**config.mk**
```make
export PLATFORM = sky130hd
export DESIGN_NAME = clk_vec_edge_monitor
export DESIGN_NICKNAME = d
export VERILOG_FILES = /design/src/rtl/clk_vec_edge_monitor.sv
export SDC_FILE = /design/constraint.sdc
export NUM_CORES = 1
export LEC_CHECK = 0
export BUFFER_PORTS_ARGS = -buffer_cell sky130_fd_sc_hd__buf_2
export CAP_MARGIN = 20
export CORE_ASPECT_RATIO = 2
export CORE_MARGIN = 2
export CORE_UTILIZATION = 43
export DETAILED_ROUTE_END_ITERATION = 6
export PLACE_DENSITY = 0.68
export SLEW_MARGIN = 20
export SYNTH_ARGS = -nofsm -noshare
export SYNTH_HDL_FRONTEND = slang
export SYNTH_SLANG_ARGS = --single-unit
```
**constraint.sdc**
```tcl
create_clock -name clk -period 1.8 [get_ports clk]
set_input_delay 0.27 -clock clk [delete_from_list [all_inputs] [get_ports clk]]
set_output_delay 0.27 -clock clk [all_outputs]
set_load 0.03 [all_outputs]
```
**src/rtl/clk_vec_edge_monitor.sv**
```systemverilog
// Per-channel synchronised rising-edge detector with a windowed edge counter on one selected channel.
// Optional CLK_MON_GLITCH_FILTER_EN: a level must match on two consecutive samples before it is accepted.
module clk_vec_edge_monitor #(
  parameter int unsigned NCH         = 4,
  parameter int unsigned CNT_W       = 8,
  parameter int unsigned WIN_W       = 16,
  parameter int unsigned SYNC_STAGES = 2
) (
  input  logic                                     clk,
  input  logic                                     rst_n,
  input  logic [NCH-1:0]                           i_clks,
  input  logic [((NCH > 1) ? $clog2(NCH) : 1)-1:0] i_sel,
  input  logic [WIN_W-1:0]                         i_window,
  input  logic                                     i_start,
  output logic                                     o_busy,
  output logic [NCH-1:0]                           o_edges,
  output logic [CNT_W-1:0]                         o_count,
  output logic                                     o_sat,
  output logic                                     o_valid,
  input  logic                                     i_ready
);

  localparam int unsigned SEL_W = (NCH > 1) ? $clog2(NCH) : 1;
  localparam logic [CNT_W-1:0] CNT_MAX = '1;

  typedef enum logic [1:0] {
    IDLE = 2'd0,
    MEAS = 2'd1,
    HOLD = 2'd2
  } state_t;

  logic [SYNC_STAGES-1:0][NCH-1:0] sync_q;
  logic [NCH-1:0]                  sync_lvl_c;
  logic [NCH-1:0]                  lvl_c;
  logic [NCH-1:0]                  prev_q;

  state_t                          state_q, state_d;
  logic [SEL_W-1:0]                sel_q, sel_d;
  logic [WIN_W-1:0]                win_q, win_d;
  logic [CNT_W-1:0]                count_d;
  logic                            sat_d;
  logic                            valid_d;
  logic                            busy_d;
  logic                            sel_edge_c;

  // Multi-flop synchroniser, stage 0 samples the asynchronous inputs
  always_ff @(posedge clk or negedge rst_n) begin
    if (!rst_n) begin
      sync_q <= '0;
    end else begin
      sync_q <= {sync_q[SYNC_STAGES-2:0], i_clks};
    end
  end

  assign sync_lvl_c = sync_q[SYNC_STAGES-1];

`ifdef CLK_MON_GLITCH_FILTER_EN
  logic [NCH-1:0] stab_q;

  always_ff @(posedge clk or negedge rst_n) begin
    if (!rst_n) begin
      stab_q <= '0;
    end else begin
      stab_q <= sync_lvl_c;
    end
  end

  // Accept the new level only when two consecutive samples agree, otherwise keep the old one
  assign lvl_c = (sync_lvl_c & ~(sync_lvl_c ^ stab_q)) | (prev_q & (sync_lvl_c ^ stab_q));
`else
  assign lvl_c = sync_lvl_c;
`endif

  // Edge detect runs continuously, independent of the measurement FSM
  always_ff @(posedge clk or negedge rst_n) begin
    if (!rst_n) begin
      prev_q  <= '0;
      o_edges <= '0;
    end else begin
      prev_q  <= lvl_c;
      o_edges <= lvl_c & ~prev_q;
    end
  end

  // Out-of-range selections never match, so they count nothing
  always_comb begin
    sel_edge_c = 1'b0;
    for (int unsigned i = 0; i < NCH; i++) begin
      if (sel_q == SEL_W'(i)) begin
        sel_edge_c = o_edges[i];
      end
    end
  end

  always_ff @(posedge clk or negedge rst_n) begin
    if (!rst_n) begin
      state_q <= IDLE;
      sel_q   <= '0;
      win_q   <= '0;
      o_count <= '0;
      o_sat   <= 1'b0;
      o_valid <= 1'b0;
      o_busy  <= 1'b0;
    end else begin
      state_q <= state_d;
      sel_q   <= sel_d;
      win_q   <= win_d;
      o_count <= count_d;
      o_sat   <= sat_d;
      o_valid <= valid_d;
      o_busy  <= busy_d;
    end
  end

  // Next state and next values of the registered result outputs
  always_comb begin
    state_d = state_q;
    sel_d   = sel_q;
    win_d   = win_q;
    count_d = o_count;
    sat_d   = o_sat;
    valid_d = o_valid;
    busy_d  = 1'b0;

    unique case (state_q)
      IDLE: begin
        if (i_start) begin
          sel_d   = i_sel;
          win_d   = i_window;
          count_d = '0;
          sat_d   = 1'b0;
          state_d = (i_window == '0) ? HOLD : MEAS;
        end
      end
      MEAS: begin
        if (sel_edge_c && (o_count != CNT_MAX)) begin
          count_d = o_count + CNT_W'(1);
          if (o_count == (CNT_MAX - CNT_W'(1))) begin
            sat_d = 1'b1;
          end
        end
        win_d = win_q - WIN_W'(1);
        // Last window cycle: its edge is already counted above
        if (win_q == WIN_W'(1)) begin
          state_d = HOLD;
          valid_d = 1'b1;
        end
      end
      HOLD: begin
        valid_d = 1'b1;
        if (o_valid && i_ready) begin
          state_d = IDLE;
          valid_d = 1'b0;
        end
      end
      default: begin
        state_d = IDLE;
        valid_d = 1'b0;
      end
    endcase

    busy_d = (state_d != IDLE);
  end

endmodule
```
---- Word level (Yosys, flattened, before mapping) ----
Cells that the tools add are included.
storage, ports and cells
  register bits ........................... 47
  bits of input ports ..................... 26
  output and inout bits ................... 15
  logic and storage cells ................. 61
cells by class
  $add $sub $neg .......................... 2
  equal/unequal tests ..................... 12
  multiplexer cells ....................... 21
  bitwise logic cells ..................... 3
  reductions and logical operators ........ 12
operators with widths
  operator                 count
  $pmux W16 S2             1
  $eq A16 B1 Y1 const B    1
  $logic_not A16 Y1        1
  $mux W16                 1
  $mux W8                  2
  $pmux W8 S2              1
  $sub A16 B1 Y16 const B  1
  $mux W1                  9
  $add A8 B1 Y8 const B    1
  $eq A8 B8 Y1 const B     1
  $mux W2                  4
  $ne A2 B2 Y1 const B     4
  $ne A8 B8 Y1 const B     1
  $eq A2 B2 Y1 const B     3
  $pmux W2 S3              1
  $reduce_and A2 Y1        3
  $and A4 B4 Y4            1
  $eq A2 B1 Y1 const B     2
  $logic_not A2 Y1         2
  $not A4 Y4               1
  $reduce_and A4 Y1        1
  $reduce_bool A2 Y1       2
  $pmux W1 S3              1
  $reduce_and A3 Y1        1
  3 further kinds          4

---- Depth between registers and ports, before layout ----
Gate-level depths: netlist of run 1.
  depth in word-level cells ............... 8
  gate-level depth with buffers ........... 8
  depth with buffers taken out ............ 7

---- Worst setup path after synthesis of run 1 ----
Ideal clock, no wire load.
  path kind ............................... reg2reg
  start ................................... register o_count[0]
  end ..................................... register o_count[4]
  library setup time ...................... 78 ps
  data arrival time ....................... 1,943 ps
  data required time ...................... 1,722 ps
  setup slack ............................. -221 ps
  stages on the path, launching flop included .. 8
  buffers on the path ..................... 1
  period minus slack after synthesis ...... 2,021 ps
  path through ............................ dfrtp_1 ha_1 nand3_1 nor3_1 a311o_1 buf_2 or4_1 a21oi_1
on the way
  longest elaborated chain between the ends .. 4
  elaborated cells between the ends (all ways) .. 7
  those cells by class .................... add/sub (1); eq/ne (2); mux (2); reduce/logical (2)
ends and longest elaborated chain
  item                                                   line  text
  from (decl)                                            17    output logic [CNT_W-1:0] o_count,
  from (signal assigned)                                 108   o_count <= count_d;
  branches (longest 4 deep; another with $add A8 B1 Y8)  -
Several ways; the timed one is not identified. The select of a mux whose other input is x is not followed.
A chain may end at the register's enable or synchronous reset.

---- Worst setup path in the final report of run 1 ----
  start ................................... register state_q[0]
  end ..................................... register o_count[5]
on the way
  longest elaborated chain between the ends .. 3
  elaborated cells between the ends (all ways) .. 7
  those cells by class .................... eq/ne (3); mux (1); reduce/logical (3)
ends and longest elaborated chain
  item                                                          line  text
  from (decl)                                                   37    state_t state_q, state_d;
  from (signal assigned)                                        105   state_q <= state_d;
  $eq A2 B1 Y1 or $logic_not A2 Y1 (tied branches)              125   unique case (state_q)
  $ne A2 B2 Y1 (no line) or $reduce_bool A2 Y1 (tied branches)  -
  $reduce_and A3 Y1 (no line)                                   -
Several ways; a longest one is shown, not always the timed one.

==> flow_summary.toml, run 1 <==
[outcome]
status = "finished with violations"
violations = "setup timing"

[run]
cap_violations = 0

[sta]
rsz0062_at_grt = "yes"
whs_ps = 36.6
setup_slack_ps = -73.7
finalSetupViolations = 3
fmax_mhz = 534
tns_ps = -187
hold_violations = 0
worstMarginPinSlew_ps = 596
final_max_slew_viol_count = 0
period_minus_slack_ps = 1870
slew-limit-headroom = 0.603
timing.final.crit_share = 1.04
finClkSkew_ps = 8.83

[clock_network]
cts.sinks = 47
clockBufferDepth = 2
cts_htree_levels = 2
cts.clk_slew.worst_paths_ps = 100
clk_latency_ps = 310
cts-root-buf = "clkbuf_8"
cts_tree = "built"
ctsHoldBuffers = 0
numCtsBuffers = 5

[floorplan]
fp.dieH_um = 110
core_sq_um = 5420
die_area_sq_um = 6250
die_w_um = 56.9
pin_count = 41
rows = 38
start_util = 0.444

[synthesis]
syn_avg_cell_area_sq_um = 9.87
synth_compound_area_frac = 0.201
async_flop_share = 1.00
yosysWarnings = 0
synth_mux_area_frac = 0.0436
synthesis.area_sq_um = 2410
synth_ff_type = "dfrtp_1"
synth.most_common_cell = "dfrtp_1"
synth_cells = 244
synth_top_cell_area_share = 0.488
synth_seq_cells = 47
ys_types = 45
synth_nets = 278
synth-adder-area-share = 0.0416
synthTopCellsByArea = "dfrtp_1 49%, a21oi_1 4.8%, ha_1 4.2%, nand2_1 3.0%, o21ai_0 2.7%"
yosys.area_share.simple = 0.190
synth_common_cells = "47 x dfrtp_1, 23 x a21oi_1, 19 x nand2_1"
synth_top_family_by_area = "compound AO/OA/AOI/OAI gates"
yosys.area.top_type = "dfrtp_1"
seq_area_frac_synth = 0.488
yosys.area_share.xor_xnor = 0
synth_edf_count = 0

[setup_path]
path_max_fanout = 7
critPathKind = "reg -> reg"
crit_required_ps = 2050
cp_cell_sequence = "ha_4 -> inv_4 -> nor3_2 -> a311o_2 -> or4_1 -> a21oi_2"
cp-start-kind = "register"
r2r_setup_slack_ps = -70
cpPeakStageDelay_ps = 530
worst_setup_path_end_kind = "register"
critical_path_buf_inv_count = 1
critPathArrivalTime_ps = 2130
cpLargestDelayFamily = "simple AND/OR/NAND/NOR gates"
critPathSlowestCell = "or4_1"

[route]
viasPerCell = 5.75
wl_um = 6270
post_drt_wl_per_cell_um = 16.1
ant_nets = 0
firstDrtPassIters = 4
drc = 0
drt-initial-drc-count = 61
num_vias = 2236

[global_route]
overflow = 0
antenna_found_initial = 0
grt_pass1_wl_um = 10200
grt_pass1_vias = 2310
grt_max_degree = 48
grtUsageTotal = 0.212

[placement]
placed_cells = 376
placed_area_sq_um = 3020
io_buffer_count = 40
pre_cts_ws_ps = -80.1
gp_congestion = 0.865
dpl.hpwl_um = 4580

[pwr]
internal-power_uw = 2880
p_per_area_nw_per_um2 = 1520
clockPowerShare = 0.142
peakVddDrop_mv = 0.970
pwr-share-seq = 0.325
power.leakage_uw = 0.00145
swShare = 0.423
switching_power_uw = 2110
combPwrFrac = 0.533

[finish]
finalNetCount = 362
final_cells = 389
drive_above_1_share = 0.435
antenna_cells = 0
area_growth_syn_to_layout_pct = 36.8
fin_area_sq_um = 3300

[worst_hold_path]
hold_class = "in -> async"
worst reg2reg max path: stages (launching register included):
cell and delay (ps):
dfrtp_2 450, ha_4 180, inv_4 60, nor3_2 40, a311o_2 430, or4_1 530, a21oi_2 130
sequential cells by signal, summed over array words and instances, names as in the netlist:
register and count:
o_edges 4, win_q 16, sync_q 4, lvl_c 4, sel_q 2, o_sat 1, o_count 8, o_valid 1
state_q 2, o_busy 1, prev_q 4
layout by cell type (no fill, tap or decap), drive strengths merged, types with 7 or more instances in the layout:
cell   synthesis  routed
dfrtp         47      47
nor4           7       7
nor2          15      15
o21ai         15      15
nand2         19      19
inv            9      12
buf            5      88
ha             8       8
a21oi         24      24
nand3         10      10
o22ai          8       8
kinds of logic after synthesis:
| logic type | after synthesis |
|---|---|
| DFF | 47 |
| AOI/OAI and AO/OA | 76 |
| buffers and inverters | 20 |
| and+or+nand+nor | 83 |
| muxes | 10 |
| adders and majority gates | 8 |
metal layers:
| metal | global-route usage | share of wire |
|---|---|---|
| met5 | 0 | 0 |
| met2 | 0.386 | 0.56 |
| met1 | 0.224 | 0.37 |
| met4 | 0.118 | 0.037 |
| met3 | 0.0365 | 0.032 |
worst paths after layout:
path | startpoint | end | depth (start not counted)
min in group clk | i_clks[3] | sync_q[3] | 1
max in group asynchronous | rst_n | win_q[0] | 2
worst min-delay path | rst_n | sync_q[0] | 2
worst max-delay path | state_q[0] | o_count[5] | 6
worst max register to register | state_q[0] | o_count[5] | 6
worst min register to register | sync_q[3] | lvl_c[3] | 0
power groups by stage:
stage                     sequential [uW]  combinational, uW  clock, uW
final                                1620               2660        709
after global routing                 1650               2910        775
after CTS                            1610               2430        741
after detailed placement             1610               2370          0
after global placement               1590               2320          0
after floorplan                      1700               1400          0
per-stage QoR:
step	utilization	total power, uW
5_1_grt	0.608	5340
3_5_place_dp	0.557	3980
2_1_floorplan	-	3100
6_report	0.608	5000
3_3_place_gp	0.557	3910
4_1_cts	0.582	4770
layout make-up:
cell class	count	area, sq um
Timing Repair Buffer	88	568
Clock inverter	3	28.8
Fill cell	501	2120
Multi-Input combinational cell	177	1330
Inverter	9	38.8
Clock buffer	5	68.8
Tap cell	60	75.1
Sequential cell	47	1180
what timing repair did:
action | in CTS | in global routing
buffers inserted | 2 | 3
gates resized for setup | 8 | 27
setup endpoints to repair | 9 | 18
pin swaps | 6 | 10
No activity file was read; power rests on OpenSTA's default activity.
==> run 2, diff against run 1 <==
ABC_AREA = 1   (was default)
==> flow_summary.toml, run 2 <==
[outcome]
status = "finished with violations"
violations = "DRC"

[pwr]
p_per_area_nw_per_um2 = 1530
power_uw = 4660
peakVddDrop_mv = 0.787
power.leakage_uw = 0.00153

[placement]
io_buffer_count = 40
dpl.hpwl_um = 4330
gp_congestion = 0.825

[global_route]
met3_usage = 0.0272
overflow = 0
use_met2 = 0.313
antenna_found_initial = 0
grt_pass1_wl_um = 9870
grt_pass1_vias = 2222
met1_usage = 0.242
busiest_layer = "met2"
grtUsageTotal = 0.188
grt_max_degree = 48

[clock_network]
clk_latency_ps = 290
numCtsBuffers = 5
clockBufferDepth = 2
cts.sinks = 47
cts_tree = "built"
cts.clk_slew.worst_paths_ps = 60
cts-root-buf = "clkbuf_16"
cts_htree_levels = 2

[worst_hold_path]
hold_class = "in -> async"

[sta]
final_max_slew_viol_count = 0
finalSetupViolations = 0
period_minus_slack_ps = 1650
fmax_mhz = 605
slew-limit-headroom = 0.607
finClkSkew_ps = 3.70
tns_ps = 0
rsz0062_at_grt = "no"
hold_violations = 0
timing.final.crit_share = 0.918
worstMarginPinSlew_ps = 590

[synthesis]
yosysWarnings = 0
synth.most_common_cell = "nand2_1"
synth_top_cell_area_share = 0.452
synth_common_cells = "96 x nand2_1, 47 x dfrtp_1, 38 x inv_1, 38 x nor2_1, 24 x o21ai_0"
async_flop_share = 1.00
seq_area_frac_synth = 0.452
syn_avg_cell_area_sq_um = 7.58
synth_edf_count = 0
synth_nets = 377
synthesis.area_sq_um = 2600
synth_cells = 343
ys_types = 32
synth_ff_type = "dfrtp_1"
synth_seq_cells = 47
yosys.area.top_type = "dfrtp_1"
synthTopCellsByArea = "dfrtp_1 45%, nand2_1 14%, inv_1 5.5%, nor2_1 5.5%, o21ai_0 4.6%"

[floorplan]
fp.dieH_um = 114
die_area_sq_um = 6720
pin_count = 41
die_w_um = 59.0
start_util = 0.440
rows = 40
core_sq_um = 5910

[setup_path]
cp-start-kind = "register"
worst_setup_path_end_kind = "register"
path_max_fanout = 18
critPathKind = "reg -> reg"
r2r-start = "state_q[1]"
r2r_setup_slack_ps = 150
critPathArrivalTime_ps = 1830
reg2regPathDepth = 9
cp-startpoint = "state_q[1]"
r2r_end = "o_busy"
crit_required_ps = 1980

[finish]
drive_above_1_share = 0.202
largest_registers = "win_q (16), o_count (8)"
area_growth_syn_to_layout_pct = 17.3
largest_reg_flops = 16
nFillCells = 593
finalNetCount = 424
final_common_cell = "nand2_1"
antenna_cells = 0
final_cell_mix = "95 x nand2_1, 47 x dfrtp_1, 40 x buf_2"
regMostFlops = "win_q"

[route]
ant_nets = 0
firstDrtPassIters = 6
wl_um = 5870
num_vias = 2311
drt-initial-drc-count = 97
post_drt_wl_per_cell_um = 12.9
drc = 2
viasPerCell = 5.09

[run]
cap_violations = 0
==> run 2: changes by cell type after synthesis, sizes merged, moves of 5 or more <==
cell    before  now
clkbuf       6    1
or4          6    0
nor4         7    0
o22a         5    0
a21oi       24    8
inv          9   41
o22ai        8    0
nand3       10   23
or2          1    6
nor2b        6    0
mux2i        6    0
nand2       19  100
nor2        15   44
o21ai       15   40
==> run 2: logic make-up after synthesis <==
logic type / share of synthesized area
adders and majority gates: 0.0385
DFF: 0.452
and+or+nand+nor: 0.302
xor gates and xnor gates: 0.0135
buffers and inverters: 0.0799
AOI/OAI and AO/OA: 0.114
==> run 2: cell type report <==
type	count	area, sq um	area share
multi-input combinational	248	1230	0.403
sequential	47	1180	0.386
timing repair buffer	47	256	0.0841
inverter	41	154	0.0505
clock buffer	6	139	0.0455
tap	63	78.8	0.0258
clock inverter	2	16.3	0.00533
==> run 2: timing repair <==
item                       in CTS  in global routing
setup endpoints to repair       0                  7
gates resized for setup         0                  3
hold buffers                    0                  0
buffers inserted                0                  1
==> run 2: critical path, cell delays in order (launching register included) <==
cell,delay (ps)
dfrtp_1,390
inv_1,70
ha_1,200
inv_2,100
buf_4,240
nand2_1,90
o21ai_0,200
nand3_1,100
nand2_1,80
nand2_1,60
==> run 2: metal layers <==
metal	share of wire	vias up
li1	-	1178
met3	0.043	7
met5	0	-
met1	0.43	1078
met2	0.51	48
met4	0.017	0
==> run 2: where the power goes <==
| part | internal (uW) | switching, uW | leakage [uW] | total, uW |
|---|---|---|---|---|
| Clock | 555 | 407 | 0.0000731 | 962 |
| Combinational | 703 | 1350 | 0.000879 | 2050 |
| Sequential | 1350 | 304 | 0.000581 | 1650 |
| Total | 2600 | 2060 | 0.00153 | 4660 |
==> run 2: how the worst max path moves through the flow <==
| stage | slack, ps | end | cells past startpoint |
|---|---|---|---|
| 6_report | 150 | o_busy | 9 |
| 5_1_grt | 4 | win_q[4] | 9 |
| 4_1_cts | 100 | win_q[5] | 7 |
| 3_5_place_dp | 130 | win_q[5] | 7 |
| 3_3_place_gp | 190 | win_q[5] | 7 |
| 2_1_floorplan | 230 | o_count[5] | 10 |
==> run 2: stage by stage <==
stage	util	cells	setup slack [ps]	cell area, sq um	hold slack, ps
2_1_floorplan	-	343	226	2600	-25.6
5_1_grt	0.517	454	3.89	3050	74.5
4_1_cts	0.512	452	98.4	3030	73.9
3_3_place_gp	0.486	444	195	2870	335
6_report	0.517	454	148	3050	62.1
3_5_place_dp	0.486	444	125	2870	335
